## src/rtl/mux_n_pipe.sv

```systemverilog
// Registered N-way lane selector with valid/ready handshake and one-entry skid buffer.
// Optional sticky out-of-range select flag enabled by defining MUX_N_PIPE_ERR_EN.

module mux_n_pipe #(
    parameter int WIDTH = 32,
    parameter int NUM   = 4,
    parameter int SEL_W = 2
) (
    input  logic                 clk_i,
    input  logic                 rst_i,
    input  logic [NUM*WIDTH-1:0] data_i,
    input  logic [SEL_W-1:0]     select_i,
    input  logic                 valid_i,
    output logic                 ready_o,
    input  logic                 flush_i,
    output logic [WIDTH-1:0]     data_o,
    output logic [SEL_W-1:0]     sel_o,
    output logic                 valid_o,
    input  logic                 ready_i,
    output logic                 err_o
);

    // state | meaning
    // EMPTY | no beat held, valid_o=0, ready_o=1
    // FULL  | output register holds a beat, ready_o=1
    // SKID  | output and skid registers both hold a beat, ready_o=0
    typedef enum logic [1:0] {
        ST_EMPTY,
        ST_FULL,
        ST_SKID
    } state_t;

    state_t           state;
    logic [WIDTH-1:0] lane_data;
    logic [WIDTH-1:0] skid_data;
    logic [SEL_W-1:0] skid_sel;
    logic             accept;

    assign accept = valid_i && ready_o;

    // Selects with no matching lane fall through to zero data.
    always_comb begin
        lane_data = '0;
        for (int k = 0; k < NUM; k++) begin
            if (select_i == k[SEL_W-1:0]) begin
                lane_data = data_i[k*WIDTH +: WIDTH];
            end
        end
    end

    always_ff @(posedge clk_i) begin
        if (rst_i) begin
            state     <= ST_EMPTY;
            valid_o   <= 1'b0;
            ready_o   <= 1'b1;
            data_o    <= '0;
            sel_o     <= '0;
            skid_data <= '0;
            skid_sel  <= '0;
        end else if (flush_i) begin
            state   <= ST_EMPTY;
            valid_o <= 1'b0;
            ready_o <= 1'b1;
        end else begin
            case (state)
                ST_EMPTY: begin
                    if (accept) begin
                        data_o  <= lane_data;
                        sel_o   <= select_i;
                        valid_o <= 1'b1;
                        state   <= ST_FULL;
                    end
                end
                ST_FULL: begin
                    if (ready_i && accept) begin
                        data_o <= lane_data;
                        sel_o  <= select_i;
                    end else if (ready_i) begin
                        valid_o <= 1'b0;
                        state   <= ST_EMPTY;
                    end else if (accept) begin
                        skid_data <= lane_data;
                        skid_sel  <= select_i;
                        ready_o   <= 1'b0;
                        state     <= ST_SKID;
                    end
                end
                ST_SKID: begin
                    if (ready_i) begin
                        data_o  <= skid_data;
                        sel_o   <= skid_sel;
                        ready_o <= 1'b1;
                        state   <= ST_FULL;
                    end
                end
                default: begin
                    state   <= ST_EMPTY;
                    valid_o <= 1'b0;
                    ready_o <= 1'b1;
                end
            endcase
        end
    end

`ifdef MUX_N_PIPE_ERR_EN
    logic sel_oob;

    always_comb begin
        sel_oob = 1'b1;
        for (int k = 0; k < NUM; k++) begin
            if (select_i == k[SEL_W-1:0]) begin
                sel_oob = 1'b0;
            end
        end
    end

    // Sticky until reset; flush deliberately leaves it alone.
    always_ff @(posedge clk_i) begin
        if (rst_i) begin
            err_o <= 1'b0;
        end else if (accept && sel_oob) begin
            err_o <= 1'b1;
        end
    end
`else
    assign err_o = 1'b0;
`endif

endmodule
```

## config.mk

```make
export PLATFORM = sky130hd
export DESIGN_NAME = mux_n_pipe
export DESIGN_NICKNAME = d
export VERILOG_FILES = /design/src/rtl/mux_n_pipe.sv
export SDC_FILE = /design/constraint.sdc
export NUM_CORES = 1
export LEC_CHECK = 0
export ABC_AREA = 1
export BUFFER_PORTS_ARGS = -buffer_cell sky130_fd_sc_hd__buf_2
export CORE_MARGIN = 1
export CORE_UTILIZATION = 50
export CTS_CLUSTER_SIZE = 16
export DETAILED_ROUTE_END_ITERATION = 10
export GPL_TIMING_DRIVEN = 0
export PLACE_DENSITY = 0.92
export SETUP_SLACK_MARGIN = 0.1
export SLEW_MARGIN = 20
export SYNTH_ARGS = -nofsm -noshare
export SYNTH_HDL_FRONTEND = slang
export SYNTH_SLANG_ARGS = --single-unit
```

## constraint.sdc

```tcl
create_clock -name clk_i -period 1.8 [get_ports clk_i]
set_clock_uncertainty 0.05 [all_clocks]
set_input_delay 0.54 -clock clk_i [delete_from_list [all_inputs] [get_ports clk_i]]
set_output_delay 0.54 -clock clk_i [all_outputs]
set_load 0.05 [all_outputs]
```

======== Word level (Yosys, flattened, before mapping) ========
Cells that the tools add are included.
word-level totals
  memories kept ........................... 0
  memory bits (writable) .................. 0
  output and inout bits ................... 37
  latch bits .............................. 0
  register bits after elaboration ......... 72
  memory bits (read-only) ................. 0
  input port bits ......................... 135
cells by class
  add/sub/neg operators ................... 0
  reductions and logical operators ........ 11
  shift operators ......................... 0
  bitwise operators ....................... 5
  div/mod/pow operators ................... 0
  mux-type cells .......................... 27
  equality and inequality tests ........... 13
  magnitude comparators ................... 0
  multiply operators ...................... 0
operator list
  cell                count
  $mux 32             7
  $pmux 32 s3         1
  $mux 2              8
  $reduce_and 5->1    3
  $ne 2x2->1 const B  7
  $pmux 2 s3          2
  $reduce_and 4->1    2
  $mux 1              7
  $eq 2x2->1 const B  3
  $pmux 1 s3          2
  $not 1->1           5
  $eq 2x1->1 const B  2
  $logic_not 2->1     2
  $ne 3x3->1 const B  1
  $reduce_bool 3->1   1
  $logic_and 1x1->1   2
  $reduce_or 2->1     1

======== Longest topological paths before layout ========
  depth in word-level cells ............... 7
  mapped depth ............................ 9
  depth with buffers taken out ............ 8

======== Worst setup path after synthesis ========
No wires, ideal clock.
  kind .................................... input to register
  start point ............................. input port select_i[1]
  end point ............................... register data_o[2]
  path slack .............................. 186 ps
  stages on the path ...................... 8
  arrival time ............................ 1453 ps
  cell sequence ........................... buf_2 nand2_1 clkbuf_1 or2_2 nand2_1 nor2_1 nor2_1 nor2_1
between the ends
  word-level cells in the longest chain between the ends .. 7
  elaborated cells on any way between the ends .. 11
RTL lines
  item                        RTL line  text
  start: declaration          12        input logic [SEL_W-1:0] select_i,
  $logic_not 2->1             45        if (select_i == k[SEL_W-1:0]) begin
  $mux 32 (3 in series)       45
  $mux 32 *                   45
  $mux 32 (on tied branches)  75, 67
  $pmux 32 s3 *               65        case (state)
  end signal: assignment      68        data_o <= lane_data;
  end signal: assignment      76        data_o <= lane_data;
  end signal: assignment      90        data_o <= skid_data;
  end: declaration            16        output logic [WIDTH-1:0] data_o,
Mark *: on every way between the ends. The rest lies on a longest branch, timed or not. The select of a mux whose other input is x is not followed.
A chain may end at the register's enable or synchronous reset.

======== Worst setup path after layout ========
  start point ............................. register state[1]
  end point ............................... register data_o[0]
between the ends
  word-level cells in the longest chain between the ends .. 3
  elaborated cells on any way between the ends .. 9
RTL lines
  item                                                              RTL line  text
  start: declaration                                                33        state_t state;
  start signal: assignment                                          53        state <= ST_EMPTY;
  start signal: assignment                                          61        state <= ST_EMPTY;
  start signal: assignment                                          71        state <= ST_FULL;
  $eq 2x1->1, or another cell as far along                          65
  $ne 2x2->1 (no source line) or $reduce_bool 3->1 (tied branches)  --
  $reduce_and 5->1 (no source line)                                 --
Several ways; a longest one is shown, not always the timed one.

==> metrics.yaml <==
layout:
  stdcell_count: 1022
  layout_common_cells: "buf_2, nand2_1, nor2_1"
  num-fill-cells: 822
  final_cell_area_um2: 5620
  final_common_cell: "buf_2"
  seqCellArea_um2: 1440
  multi_input_area_um2: 2550
  num_antenna_cells: 0
  synthToLayoutAreaGrowth_pct: 27.4
  drive_gt1_share_pct: 26.7
  finalNetCount: 1047
placement:
  io_buffer_count: 169
  placed_area_um2: 5390
  detailedPlace.worstSlack_ps: -224
  finalWeightedCongestion: 0.900
  place_hpwl_um: 10700
  dp_cells: 1006
run:
  maxCapViolCount: 0
worst_setup_path:
  critPathKind: "reg -> reg"
  critical_path_buf_inv_count: 3
  critPathTopFamily: "simple AND/OR/NAND/NOR gates"
  startpoint_type: "register"
  cp_cell_sequence: "inv_2 > nand2_1 > inv_1 > nand2_2 > buf_2 > nand4_1 > nor2_1 > nor2_1"
  worstPathRequired_ps: 2000
  cp_max_fo: 10
  worst_path_max_delay_cell: "dfxtp_1"
  cp-end-kind: "register"
  cp_common_cell: "nor2_1"
  max_stage_delay_ps: 430
  crit_arrival_ps: 1800
min_path:
  min_path_type: "in -> reg"
synthesis:
  syn_avg_cell_area_um2: 6.03
  synth_top_cell_by_area: "dfxtp_1"
  yosysWarnings: 0
  netlist.area_leader.share_pct: 32.7
  synthTopCellsByArea: "dfxtp_1, nand2_1, nor2_1, nand3_1, o21ai_0"
  syn_nets: 867
  synth_area_um2: 4410
  seq_area_frac_synth_pct: 32.7
  ys_types: 24
  synthesis.instances: 732
  ys_ff_latch: 72
timing:
  period_share_pct: 88.7
  rsz0062_at_grt: "true"
  setup_viol: 0
  fin_ws_ps: 203
  slew_headroom_pct: 64.2
  finalSetupTns_ps: 0
  worstMarginPinSlew_ps: 537
  hold_ws_ps: 395
  drv_slew: 0
  finalHoldViolations: 0
  min_period_ps: 1600
  fmax_mhz: 626
power:
  pwr_density_cell_nw_per_um2: 726
  ir_worst_vdd_v: 0.000361
  p_leak_nw: 2.86
route:
  wire_per_inst_um: 13.9
  wirelength_um: 14200
  ant_nets: 0
  routed_via_density: 5.32
  num_vias: 5442
  first_pass_iters: 5
  drt_iter0_markers: 409
  drc: 0
clock_network:
  cts_tree: "done"
  clk_pin_slew_ps: 80
  cts-root-buf: "clkbuf_8"
  cts_setup_buffers: 0
  htree_levels: 3
  clk_latency_ps: 350
  numCtsBuffers: 9
  cts-hold-fix-buffers: 0
  cts_sinks: 72
  cts_max_path_buffers: 2
global_routing:
  grt_pass1_vias: 4841
  grtUsageMet2_pct: 55.9
  antenna_found_initial: 0
  grt.met3_usage_pct: 5.29
  busiest_layer: "met2"
  grt_pass1_wl_um: 22000
  grt_max_degree: 14
  use_met1_pct: 37.6
  grt_overflow_total: 0
  grt_usage_pct: 31.9
floorplan:
  core_um2: 8380
  fp-row-count: 33
  start_util_pct: 52.6
  chipWidth_um: 95.9
  die_height_um: 95.9
  dieArea_um2: 9200
  ios: 172
status:
  status: "finished clean"
## final timing paths
path,end,slack [ps],cells after the start,start
worst min register to register,skid_sel[0],400,2,skid_sel[0]
worst min-delay path,ready_o,390,3,flush_i
worst max-delay path,data_o[0],200,8,state[1]
worst max register to register,data_o[0],200,8,state[1]
## tightest hold or removal path, cell delays in order
cell	delay (ps)
buf_2	90
nor2_1	60
o2111ai_1	80
## cell usage after synthesis
cell       count
buf_1          3
dfxtp_1       72
nor2_8         1
o2111ai_1      1
or2_2          9
nor2_1       136
or2_1         23
conb_1         1
inv_2          5
nand2_1      175
o21ai_1       21
nand3_4        1
buf_6          3
o21ai_0       53
inv_1         43
buf_2         25
nand3_2        1
buf_4          1
a21oi_1       37
nor2_2         3
nand2_2        2
nand4_1       32
nand3_1       65
clkbuf_1      19
## where the power goes
group          internal, mW  leakage [nW]  switching, mW  total, mW
sequential             1.67         0.588         0.0371       1.71
combinational         0.363          2.18          0.728       1.09
clock                 0.639        0.0952          0.644       1.28
total                  2.67          2.86           1.41       4.08
## layout make-up
class / count / area share [%]
Multi-Input combinational cell: 561 / 45.3
Clock inverter: 7 / 1.29
Tap cell: 105 / 2.34
Buffer: 51 / 4.92
Clock buffer: 9 / 2.20
Timing Repair Buffer: 169 / 15.0
Sequential cell: 72 / 25.7
Inverter: 48 / 3.21
## sequential cells by signal, indices dropped and copies added (netlist names)
register / flops
data_o: 32
valid_o: 1
ready_o: 1
sel_o: 2
skid_data: 32
state: 2
skid_sel: 2
## layer usage
layer / wire length, µm / up-vias
met5: 0 / -
met4: 292 / 0
met3: 1530 / 25
met2: 6930 / 307
met1: 5480 / 2393
li1: - / 2717
## cells by family (layout without fill, tap and decap cells)
family	Yosys count	after routing	share of synthesized area, %
other cells	1	1	0.0850
simple gates	448	448	44.7
buf+inv	99	284	9.73
flops	72	72	32.7
compound gates	112	112	12.8
## timing repair
| action | in CTS | in global routing |
|---|---|---|
| setup endpoints to repair | 0 | 58 |
| hold endpoints to repair | 0 | 0 |
| resized for setup | 0 | 22 |
## stage by stage
| step | util [%] | power, mW |
|---|---|---|
| finish | 67.1 | 4.08 |
| global route | 67.1 | 4.29 |
| CTS | 66.6 | 4.08 |
| detailed placement | 64.3 | 2.82 |
| global placement | 64.3 | 2.80 |
| floorplan | - | 2.47 |
No activity file was read; power rests on OpenSTA's default activity.
